--- src/rtl/mux_scan_n.sv ---
// Time-multiplexed N-to-1 channel scanner for the seven-segment display path.
// Optional leading-zero blanking is enabled by defining LEADING_ZERO_BLANK_EN.
module mux_scan_n #(
    parameter int CHANNELS = 8,
    parameter int WIDTH    = 4,
    parameter int DIV      = 50000,
    parameter int SEL_W    = $clog2(CHANNELS)
) (
    input  logic                      clk,
    input  logic                      reset_n,
    input  logic                      enable,
    input  logic [CHANNELS*WIDTH-1:0] Din,
    output logic [WIDTH-1:0]          Dout,
    output logic [SEL_W-1:0]          S,
    output logic [CHANNELS-1:0]       anode,
    output logic                      frame_done
);

    localparam int PW = (DIV > 1) ? $clog2(DIV) : 1;
    localparam logic [PW-1:0]    LAST_COUNT = PW'(DIV - 1);
    localparam logic [SEL_W-1:0] LAST_INDEX = SEL_W'(CHANNELS - 1);

    typedef enum logic {
        BLANKED,
        SCANNING
    } mode_t;

    mode_t                     mode;
    mode_t                     modeNext;
    logic [PW-1:0]             prescaler;
    logic [PW-1:0]             prescalerNext;
    logic [SEL_W-1:0]          index;
    logic [SEL_W-1:0]          indexNext;
    logic [CHANNELS*WIDTH-1:0] shadow;
    logic [CHANNELS*WIDTH-1:0] src;
    logic [WIDTH-1:0]          srcSlice;
    logic [CHANNELS-1:0]       anodeNext;
    logic                      tick;
    logic                      wrap;
    logic                      load;

    always_ff @(posedge clk) begin
        if (!reset_n) begin
            mode <= BLANKED;
        end else begin
            mode <= modeNext;
        end
    end

    // Leaving BLANKED reloads the outputs at once; while scanning only a tick does.
    always_comb begin
        modeNext = mode;
        load     = 1'b0;
        case (mode)
            BLANKED: begin
                if (enable) begin
                    modeNext = SCANNING;
                    load     = 1'b1;
                end
            end
            SCANNING: begin
                if (!enable) begin
                    modeNext = BLANKED;
                end else begin
                    load = tick;
                end
            end
            default: begin
                modeNext = BLANKED;
            end
        endcase
    end

    always_comb begin
        tick          = enable && (prescaler == LAST_COUNT);
        wrap          = tick && (index == LAST_INDEX);
        prescalerNext = tick ? '0 : prescaler + PW'(1);
        if (wrap) begin
            indexNext = '0;
        end else if (tick) begin
            indexNext = index + SEL_W'(1);
        end else begin
            indexNext = index;
        end
        // The shadow loads on the wrap edge itself, so that edge reads Din directly.
        src      = wrap ? Din : shadow;
        srcSlice = src[indexNext*WIDTH +: WIDTH];
    end

`ifdef LEADING_ZERO_BLANK_EN
    logic [CHANNELS-1:0] upperZero;

    always_comb begin
        upperZero[CHANNELS-1] = (src[(CHANNELS-1)*WIDTH +: WIDTH] == '0);
        for (int k = CHANNELS - 2; k >= 0; k--) begin
            upperZero[k] = upperZero[k+1] && (src[k*WIDTH +: WIDTH] == '0);
        end
        for (int k = 0; k < CHANNELS; k++) begin
            anodeNext[k] = (indexNext != SEL_W'(k)) || ((k >= 1) && upperZero[k]);
        end
    end
`else
    always_comb begin
        for (int k = 0; k < CHANNELS; k++) begin
            anodeNext[k] = (indexNext != SEL_W'(k));
        end
    end
`endif

    always_ff @(posedge clk) begin
        if (!reset_n) begin
            prescaler <= '0;
            index     <= '0;
        end else if (enable) begin
            prescaler <= prescalerNext;
            index     <= indexNext;
        end
    end

    always_ff @(posedge clk) begin
        if (!reset_n) begin
            shadow <= '0;
        end else if (!enable || wrap) begin
            shadow <= Din;
        end
    end

    always_ff @(posedge clk) begin
        if (!reset_n) begin
            Dout       <= '0;
            S          <= '0;
            anode      <= '1;
            frame_done <= 1'b0;
        end else if (!enable) begin
            anode      <= '1;
            frame_done <= 1'b0;
        end else begin
            if (load) begin
                S     <= indexNext;
                Dout  <= srcSlice;
                anode <= anodeNext;
            end
            frame_done <= wrap;
        end
    end

endmodule

--- config.mk ---
export PLATFORM = sky130hd
export DESIGN_NAME = mux_scan_n
export DESIGN_NICKNAME = d
export VERILOG_FILES = /design/src/rtl/mux_scan_n.sv
export SDC_FILE = /design/constraint.sdc
export NUM_CORES = 1
export LEC_CHECK = 0
export BUFFER_PORTS_ARGS = -buffer_cell sky130_fd_sc_hd__buf_2
export CAP_MARGIN = 20
export CORE_MARGIN = 4
export CORE_UTILIZATION = 40
export CTS_CLUSTER_SIZE = 25
export DETAILED_ROUTE_END_ITERATION = 6
export GPL_ROUTABILITY_DRIVEN = 0
export PLACE_DENSITY = 0.57
export SLEW_MARGIN = 15
export SYNTH_ARGS = -nofsm -noshare
export SYNTH_HDL_FRONTEND = slang
export SYNTH_SLANG_ARGS = --single-unit
export TNS_END_PERCENT = 100
--- constraint.sdc ---
create_clock -name clk -period 8.48 [get_ports clk]
set_clock_uncertainty 0.15 [all_clocks]
set_input_delay 1.696 -clock clk [delete_from_list [all_inputs] [get_ports clk]]
set_output_delay 1.696 -clock clk [all_outputs]
set_load 0.02 [all_outputs]
# --- Yosys cells after proc, flatten, opt, wreduce, memory -nomap -nowiden ---
# Index checks and enable logic that the tools add are counted.
totals:
  ff_bits: 68
  output_inout_bits: 16
classes:
  add_sub_neg: 2
  n_eq_ne: 9
  shifts: 1
  n_mux: 7
  bitwise_logic: 1
  reduce_logical: 7
op_table:
  columns: ["cell", "count"]
  rows:
  - ["32-bit two-way mux", 1]
  - ["32-bit by 6-bit indexed part select with 4-bit output", 1]
  - ["16-bit by 1-bit adder with 16-bit output (second input constant)", 1]
  - ["16-bit equality test (second input constant)", 1]
  - ["16-bit two-way mux", 1]
  - ["3-bit inequality test (second input constant)", 4]
  - ["3-bit two-way mux", 2]
  - ["3-bit by 2-bit inequality test with 1-bit output (second input constant)", 2]
  - ["2-bit AND reduction", 2]
  - ["3-bit by 1-bit adder with 3-bit output (second input constant)", 1]
  - ["3-bit equality test (second input constant)", 1]
  - ["3-bit by 1-bit inequality test with 1-bit output (second input constant)", 1]
  - ["3-bit nonzero test", 1]
  - ["1-bit logical AND", 2]
  - ["1-bit two-way mux", 2]
  - ["1-bit one-hot mux with 2 select lines", 1]
  - ["1-bit logical NOT", 1]
  - ["1-bit logical OR", 1]
  - ["1-bit NOT", 1]

# --- Depth between registers and ports, before layout ---
# Gate-level depths: netlist of run 1.
logic_depth:
  ltp_word: 5
  mapped_depth: 10
  depth_no_buf: 7

# --- Worst setup path after synthesis of run 1 ---
# No wires, ideal clock.
synth_timing:
  path_kind: "input-to-reg"
  from: "input enable"
  to: "register Dout[2]"
  setup_ps: 132
  t_arrival_ps: 3303
  required_ps: 8198
  path_slack_ps: 4895
  stages: 6
  path_buffers: 0
  path_cell_list: "nand4_1 > nor4_4 > mux2_2 > a22o_1 > a2111oi_0 > o31ai_1"
synth_between:
  elab_chain_len: 4
  elab_cells_between_ends: 10
  classes_between: "shift (1); mux (6); reduce/logical (3)"
synth_lines:
  columns: ["item", "line", "rtl"]
  rows:
  - ["start: declaration", "11", "input logic enable,"]
  - ["1-bit logical AND", "75", "tick = enable && (prescaler == LAST_COUNT);"]
  - ["3-bit two-way mux (tied with other cells)", "80", "end else if (tick) begin"]
  - ["3-bit two-way mux (tied with other cells)", "78", "if (wrap) begin"]
  - ["32-bit by 6-bit indexed part select with 4-bit output or 2-bit AND reduction (tied branches)", null, null]
  - ["end signal: assignment", "140", "Dout <= srcSlice;"]
  - ["end: declaration", "13", "output logic [WIDTH-1:0] Dout,"]
# Several ways; a longest one is shown, not always the timed one.
# A chain may end at the register's enable or synchronous reset.

# --- Worst setup path after layout of run 1 ---
layout_timing:
  from: "input enable"
  to: "register Dout[3]"
# Same word-level chain as after synthesis.

==> flow_results.xml, run 1 <==
<?xml version="1.0" encoding="UTF-8"?>
<metrics>
  <group name="run_status">
    <metric name="outcome" unit="">finished clean</metric>
  </group>
  <group name="yosys">
    <metric name="synthesis.nets" unit="">411</metric>
    <metric name="yosys.area.top_type" unit="">sky130_fd_sc_hd__dfxtp_1</metric>
    <metric name="ys.flop_type" unit="">sky130_fd_sc_hd__dfxtp_1</metric>
    <metric name="synth-edff-count" unit="">0</metric>
    <metric name="postSynth.asyncResetShare" unit="%">0</metric>
    <metric name="syn-cell-area" unit="µm²">3200</metric>
    <metric name="seq_area_frac_synth" unit="%">42.6</metric>
    <metric name="yosys_warnings" unit="">0</metric>
    <metric name="post-synth-top-count-cell" unit="">sky130_fd_sc_hd__nand2_1</metric>
    <metric name="synth.area.top_cells" unit="">sky130_fd_sc_hd__dfxtp_1 (43%), sky130_fd_sc_hd__nand2_1 (9.7%), sky130_fd_sc_hd__a21boi_1 (7.0%), sky130_fd_sc_hd__mux2_2 (3.9%), sky130_fd_sc_hd__nand3_1 (3.4%)</metric>
    <metric name="synth.top_cell.area_share" unit="%">42.6</metric>
    <metric name="syn-mean-instance-area" unit="µm²">8.57</metric>
    <metric name="synth_cell_types" unit="">47</metric>
    <metric name="synthesis.instances" unit="">373</metric>
    <metric name="postSynthRegisterBits" unit="">68</metric>
    <metric name="leading_cell_types_by_count_after_synthesis" unit="">sky130_fd_sc_hd__nand2_1 (83), sky130_fd_sc_hd__dfxtp_1 (68), sky130_fd_sc_hd__a21boi_1 (30)</metric>
  </group>
  <group name="clocking">
    <metric name="htree_levels" unit="">3</metric>
    <metric name="cts-hold-fix-buffers" unit="">0</metric>
    <metric name="postCtsSetupBuffers" unit="">0</metric>
    <metric name="tritoncts" unit="">built</metric>
    <metric name="worst_skew_pair.late_latency" unit="ns">0.33</metric>
    <metric name="clock-sinks" unit="">68</metric>
    <metric name="postCtsResizedCells" unit="">0</metric>
    <metric name="clk_transition_reported_paths" unit="ns">0.07</metric>
    <metric name="clock-root-buffer" unit="">sky130_fd_sc_hd__clkbuf_8</metric>
    <metric name="maximum_buffer_depth_of_the_clock_tree" unit="">2</metric>
    <metric name="cts_buffers" unit="">9</metric>
  </group>
  <group name="worst_hold_path">
    <metric name="holdCritStartpoint" unit="">shadow[26]</metric>
    <metric name="holdCritPathClass" unit="">reg -&gt; reg</metric>
  </group>
  <group name="grt">
    <metric name="grt_pass1_wl" unit="mm">13.3</metric>
    <metric name="grt_usage" unit="%">17.1</metric>
    <metric name="first_global_vias" unit="">2680</metric>
    <metric name="grt.overflow.total" unit="">0</metric>
    <metric name="grt_max_degree" unit="">49</metric>
    <metric name="grt_antenna_before_repair" unit="">0</metric>
  </group>
  <group name="route">
    <metric name="route.detailed.drc" unit="">0</metric>
    <metric name="drtIter0Drc" unit="">73</metric>
    <metric name="drt_pass1_iterations" unit="">4</metric>
    <metric name="dr_total_vias" unit="">2690</metric>
    <metric name="route.final.wire_length" unit="mm">7.68</metric>
    <metric name="avgViaCountPerCell" unit="">5.18</metric>
    <metric name="postRouteAntennaNets" unit="">0</metric>
    <metric name="wl_per_cell" unit="µm">14.8</metric>
  </group>
  <group name="setup_path">
    <metric name="worst-endpoint-required" unit="ns">8.53</metric>
    <metric name="criticalPathCategory" unit="">in -&gt; reg</metric>
    <metric name="timing.critical_path.from_type" unit="">input port</metric>
    <metric name="worst_setup_path_end_kind" unit="">flip-flop</metric>
    <metric name="startpoint_of_the_worst_register_to_register_path" unit="">prescaler[10]</metric>
    <metric name="largest_driver_fanout_on_the_critical_path" unit="">14</metric>
    <metric name="crit_path_start" unit="">enable</metric>
    <metric name="cp_data_arrival_time" unit="ns">4.05</metric>
  </group>
  <group name="sta">
    <metric name="finalSetupTns" unit="ns">0</metric>
    <metric name="hold_violations" unit="">0</metric>
    <metric name="fin_crit_sh" unit="%">47.2</metric>
    <metric name="postLayoutSetupSlackWorst" unit="ns">4.48</metric>
    <metric name="unrepaired_setup_endpoints_after_global_routing" unit="">no</metric>
    <metric name="max_freq" unit="MHz">250</metric>
    <metric name="finalSetupViolCount" unit="">0</metric>
    <metric name="final-max-slew-violation-count" unit="">0</metric>
    <metric name="finalWorstPathRequiredPeriod" unit="ns">4.00</metric>
    <metric name="slew_headroom" unit="%">45.5</metric>
    <metric name="worst-slew-pin-transition" unit="ns">0.795</metric>
  </group>
  <group name="pwr">
    <metric name="p_leak" unit="µW">0.00146</metric>
    <metric name="vdd_ir_drop_max" unit="V">0.0000853</metric>
    <metric name="power.density_cell_area" unit="nW/µm²">166</metric>
  </group>
  <group name="placed_design">
    <metric name="half_perimeter_wire_length_of_the_detailed_placement_result" unit="mm">5.35</metric>
    <metric name="numPortBuffers" unit="">50</metric>
    <metric name="pre_cts_slack" unit="ns">3.75</metric>
  </group>
  <group name="floorplan">
    <metric name="rows" unit="">32</metric>
    <metric name="pin_count" unit="">51</metric>
    <metric name="core_region_area" unit="µm²">7770</metric>
    <metric name="die_w" unit="µm">97.4</metric>
    <metric name="die_area" unit="µm²">9490</metric>
    <metric name="initial_core_util" unit="%">41.2</metric>
    <metric name="die-height" unit="µm">97.4</metric>
  </group>
  <group name="layout">
    <metric name="syn_to_final_growth" unit="%">14.3</metric>
    <metric name="filler_cell_count" unit="">784</metric>
    <metric name="finish.net_count" unit="">452</metric>
    <metric name="drive_gt1_share" unit="%">20.1</metric>
    <metric name="antenna_cells" unit="">0</metric>
  </group>
  <group name="run">
    <metric name="drv.max_cap_violation_count" unit="">0</metric>
  </group>
</metrics>
cell type report:
type	count	area, µm²	area share, %
Tap cell	102	128	3.49
Clock buffer	11	141	3.87
Clock inverter	3	15.0	0.411
Inverter	2	7.51	0.205
Timing Repair Buffer	53	285	7.80
Multi-Input combinational cell	280	1720	47.0
Sequential cell	68	1360	37.2
placed cells by master, fill, tap and decap left out, drive strengths merged, types with 3 or more instances in the layout:
cell type  count
a2111oi        8
a21boi        33
a22o           8
a22oi          9
and2           6
and3           6
and4           3
buf           53
clkbuf        11
clkinv         3
dfxtp         68
ha             3
mux2          11
nand2         84
nand3         22
nand4          4
nor2          25
o21ai         17
o31ai          4
or4            3
xnor2          6
xor2           9
critical path, stage by stage:
cell                        delay (ns)
sky130_fd_sc_hd__buf_2            0.19
sky130_fd_sc_hd__nand4_1          0.23
sky130_fd_sc_hd__or4_1            0.77
sky130_fd_sc_hd__nand3b_2         0.32
sky130_fd_sc_hd__a22oi_1          0.13
sky130_fd_sc_hd__a2111oi_0        0.58
sky130_fd_sc_hd__o31ai_1          0.14
final timing paths:
check                             endpoint  slack, ns  cells past startpoint
worst max-delay path               Dout[3]       4.48                      7
worst max register to register     Dout[3]       5.32                      6
worst min-delay path            shadow[26]       0.30                      2
worst min register to register  shadow[26]       0.30                      2
logic make-up after synthesis:
logic type | after synthesis | share of synthesized area, %
and+or+nand+nor | 165 | 24.4
AOI/OAI and AO/OA | 84 | 19.2
DFF | 68 | 42.6
buffers and inverters | 25 | 3.91
xor gates and xnor gates | 15 | 4.11
muxes | 13 | 4.62
adders and majority gates | 3 | 1.17
sequential cells by signal, indices dropped and copies added, names as in the netlist:
register	count
Dout	4
S	3
anode	8
frame_done	1
index	3
mode	1
prescaler	16
shadow	32
where the power goes:
group | total, µW | switching (µW) | leakage [µW] | internal [µW]
combinational | 48.3 | 27.4 | 0.000822 | 20.9
sequential | 336 | 5.83 | 0.000556 | 331
clock | 223 | 113 | 0.0000848 | 109
layer usage:
layer | routed length [µm] | part of all wire, % | vias to the layer above | track usage (%)
li1 | - | - | 1383 | -
met1 | 3830 | 50 | 1245 | 23.9
met2 | 3350 | 44 | 58 | 24.2
met3 | 422 | 5.5 | 4 | 5.38
met4 | 79 | 1.0 | 0 | 6.92
met5 | 0 | 0 | - | 0
stage by stage:
step / utilization (%) / hold WS [ns] / instances / instance area [µm²] / power [µW]
2_1_floorplan: - / 0.277 / 373 / 3200 / 373
5_1_grt: 47.1 / 0.323 / 519 / 3660 / 635
6_report: 47.1 / 0.296 / 519 / 3660 / 608
3_5_place_dp: 44.8 / 0.290 / 503 / 3480 / 392
4_1_cts: 46.8 / 0.300 / 517 / 3640 / 618
3_3_place_gp: 44.6 / 0.284 / 502 / 3460 / 390
No activity file was read; power rests on OpenSTA's default activity.
==> run 2, diff against run 1 <==
--- a/config.mk
+++ b/config.mk
@@ -12,7 +12,7 @@
 export CTS_CLUSTER_SIZE = 25
 export DETAILED_ROUTE_END_ITERATION = 6
 export GPL_ROUTABILITY_DRIVEN = 0
-export PLACE_DENSITY = 0.57
+export PLACE_DENSITY = 0.59
 export SLEW_MARGIN = 15
 export SYNTH_ARGS = -nofsm -noshare
 export SYNTH_HDL_FRONTEND = slang
==> constraint.sdc (replaced) <==
create_clock -name clk -period 3.4 [get_ports clk]
set_clock_uncertainty 0.15 [all_clocks]
set_input_delay 0.68 -clock clk [delete_from_list [all_inputs] [get_ports clk]]
set_output_delay 0.68 -clock clk [all_outputs]
set_load 0.02 [all_outputs]
==> run 2 against run 1 <==
Against the previous run:
- non-clock buffer count up 7
- power rose to 2.7 times the previous value
- combinational power up 150%
- via count up 2.4%
- critical endpoint unchanged
==> flow_results.xml, run 2 (same netlist as run 1, synthesis figures left out) <==
<?xml version="1.0" encoding="UTF-8"?>
<metrics>
  <group name="run_status">
    <metric name="outcome" unit="">finished clean</metric>
  </group>
  <group name="pwr">
    <metric name="vdd_ir_drop_max" unit="V">0.000195</metric>
    <metric name="p_leak" unit="µW">0.00151</metric>
    <metric name="finalPower" unit="µW">1630</metric>
    <metric name="power.density_cell_area" unit="nW/µm²">435</metric>
  </group>
  <group name="sta">
    <metric name="worst-slew-pin-transition" unit="ns">0.591</metric>
    <metric name="fin_worst_hold_slack" unit="ns">0.300</metric>
    <metric name="hold_violations" unit="">0</metric>
    <metric name="finalSetupViolCount" unit="">0</metric>
    <metric name="max_freq" unit="MHz">324</metric>
    <metric name="fin_crit_sh" unit="%">90.8</metric>
    <metric name="finalSetupTns" unit="ns">0</metric>
    <metric name="slew_headroom" unit="%">59.6</metric>
    <metric name="finalWorstPathRequiredPeriod" unit="ns">3.09</metric>
    <metric name="unrepaired_setup_endpoints_after_global_routing" unit="">no</metric>
    <metric name="final-max-slew-violation-count" unit="">0</metric>
  </group>
  <group name="clocking">
    <metric name="clock-sinks" unit="">68</metric>
    <metric name="maximum_buffer_depth_of_the_clock_tree" unit="">2</metric>
    <metric name="postCtsSetupBuffers" unit="">0</metric>
    <metric name="cts-hold-fix-buffers" unit="">0</metric>
    <metric name="clk_transition_reported_paths" unit="ns">0.07</metric>
    <metric name="htree_levels" unit="">3</metric>
    <metric name="cts_buffers" unit="">9</metric>
    <metric name="clock-root-buffer" unit="">sky130_fd_sc_hd__clkbuf_8</metric>
    <metric name="tritoncts" unit="">built</metric>
    <metric name="worst_skew_pair.late_latency" unit="ns">0.34</metric>
    <metric name="postCtsResizedCells" unit="">0</metric>
  </group>
  <group name="run">
    <metric name="drv.max_cap_violation_count" unit="">0</metric>
  </group>
  <group name="route">
    <metric name="wl_per_cell" unit="µm">14.7</metric>
    <metric name="avgViaCountPerCell" unit="">5.22</metric>
    <metric name="route.detailed.drc" unit="">0</metric>
    <metric name="dr_total_vias" unit="">2755</metric>
    <metric name="drt_pass1_iterations" unit="">4</metric>
    <metric name="drtIter0Drc" unit="">136</metric>
    <metric name="postRouteAntennaNets" unit="">0</metric>
    <metric name="route.final.wire_length" unit="mm">7.78</metric>
  </group>
  <group name="floorplan">
    <metric name="pin_count" unit="">51</metric>
    <metric name="rows" unit="">32</metric>
    <metric name="core_region_area" unit="µm²">7770</metric>
    <metric name="die-height" unit="µm">97.4</metric>
    <metric name="die_area" unit="µm²">9490</metric>
    <metric name="die_w" unit="µm">97.4</metric>
    <metric name="initial_core_util" unit="%">41.2</metric>
  </group>
  <group name="layout">
    <metric name="syn_to_final_growth" unit="%">17.0</metric>
    <metric name="antenna_cells" unit="">0</metric>
    <metric name="reg_top3" unit="">shadow x32, prescaler x16, anode x8</metric>
    <metric name="commonest_non_fill_non_tap_cell_in_the_layout" unit="">sky130_fd_sc_hd__nand2_1</metric>
    <metric name="finish.net_count" unit="">459</metric>
    <metric name="max_flop_register" unit="">shadow</metric>
    <metric name="final-instance-count-excl-fill" unit="">528</metric>
    <metric name="drive_gt1_share" unit="%">21.8</metric>
    <metric name="final-seq-area" unit="µm²">1360</metric>
    <metric name="layout.cells.most_common_list" unit="">sky130_fd_sc_hd__nand2_1 (83), sky130_fd_sc_hd__dfxtp_1 (68), sky130_fd_sc_hd__buf_2 (50)</metric>
    <metric name="filler_cell_count" unit="">780</metric>
    <metric name="max_ffs_per_register" unit="">32</metric>
    <metric name="multiInputGateArea" unit="µm²">1720</metric>
  </group>
  <group name="grt">
    <metric name="grt_pass1_wl" unit="mm">13.4</metric>
    <metric name="grt.overflow.total" unit="">0</metric>
    <metric name="first_global_vias" unit="">2725</metric>
    <metric name="grtUsageMet3" unit="%">4.88</metric>
    <metric name="met2_usage" unit="%">24.8</metric>
    <metric name="grt_max_degree" unit="">38</metric>
    <metric name="grt_usage" unit="%">17.3</metric>
    <metric name="grt_util_met1" unit="%">25.1</metric>
    <metric name="grt_antenna_before_repair" unit="">0</metric>
    <metric name="top_usage_layer" unit="">met1</metric>
  </group>
  <group name="setup_path">
    <metric name="worst-endpoint-required" unit="ns">3.45</metric>
    <metric name="slowest_stage" unit="">sky130_fd_sc_hd__or4_1</metric>
    <metric name="timing.critical_path.from_type" unit="">flip-flop</metric>
    <metric name="cp_cell_sequence" unit="">or4_4 -&gt; or4_1 -&gt; nand3b_2 -&gt; a22oi_1 -&gt; a2111oi_0 -&gt; o31ai_1</metric>
    <metric name="worst_setup_path_end_kind" unit="">flip-flop</metric>
    <metric name="largest_driver_fanout_on_the_critical_path" unit="">14</metric>
    <metric name="cp_data_arrival_time" unit="ns">3.14</metric>
    <metric name="cpPeakStageDelay" unit="ns">0.77</metric>
    <metric name="criticalPathCategory" unit="">reg -&gt; reg</metric>
  </group>
  <group name="placed_design">
    <metric name="half_perimeter_wire_length_of_the_detailed_placement_result" unit="mm">5.47</metric>
    <metric name="numPortBuffers" unit="">50</metric>
    <metric name="numPlacedInstances" unit="">512</metric>
  </group>
  <group name="worst_hold_path">
    <metric name="holdCritPathClass" unit="">reg -&gt; reg</metric>
  </group>
</metrics>
[run 2: cell count changes in the layout (fill, tap and decap cells not counted)]
cell / previous run / this run
sky130_fd_sc_hd__buf_4: 0 / 10
sky130_fd_sc_hd__buf_8: 2 / 0
sky130_fd_sc_hd__buf_2: 51 / 50
sky130_fd_sc_hd__bufinv_16: 0 / 1
sky130_fd_sc_hd__clkbuf_8: 10 / 11
sky130_fd_sc_hd__clkinv_2: 3 / 2
sky130_fd_sc_hd__clkinvlp_4: 0 / 1
[run 2: metal layers]
metal / wire [µm] / vias up
met4: 90 / 0
met2: 3380 / 70
li1: - / 1400
met1: 3860 / 1279
met5: 0 / -
met3: 443 / 6
[run 2: critical path: cells and delay by family, from the launching register on]
kind,cells,cell delay [ns]
AND/OR/NAND/NOR,3,1.66
AO/OA/AOI/OAI,3,0.79
flip-flops,1,0.34
[run 2: worst paths after layout]
check | slack (ns) | endpoint | depth (start not counted) | start
worst min register to register | 0.30 | shadow[16] | 2 | shadow[16]
worst max-delay path | 0.31 | Dout[3] | 6 | prescaler[10]
worst min-delay path | 0.30 | shadow[16] | 2 | shadow[16]
worst max register to register | 0.31 | Dout[3] | 6 | prescaler[10]
[run 2: stage by stage]
| step | area (µm²) | setup WS [ns] | utilization (%) |
|---|---|---|---|
| after floorplan | 3200 | 0.740 | - |
| after global placement | 3540 | 0.390 | 45.6 |
| after detailed placement | 3540 | 0.248 | 45.6 |
| after CTS | 3740 | 0.387 | 48.2 |
| after global routing | 3740 | 0.148 | 48.2 |
| final | 3740 | 0.313 | 48.2 |
[run 2: cell type report]
class | count | share of cell area (%)
multi-input cells | 280 | 45.9
flip-flops and latches | 68 | 36.4
repair buffers | 60 | 8.69
clock buffers | 12 | 4.15
well taps | 102 | 3.41
clock inverters | 4 | 1.27
inverters | 2 | 0.201
[run 2: power by group]
part	switching [µW]	leakage, µW	internal (µW)
clock	292	0.000102	376
sequential	15.0	0.000556	824
combinational	67.7	0.000851	52.6
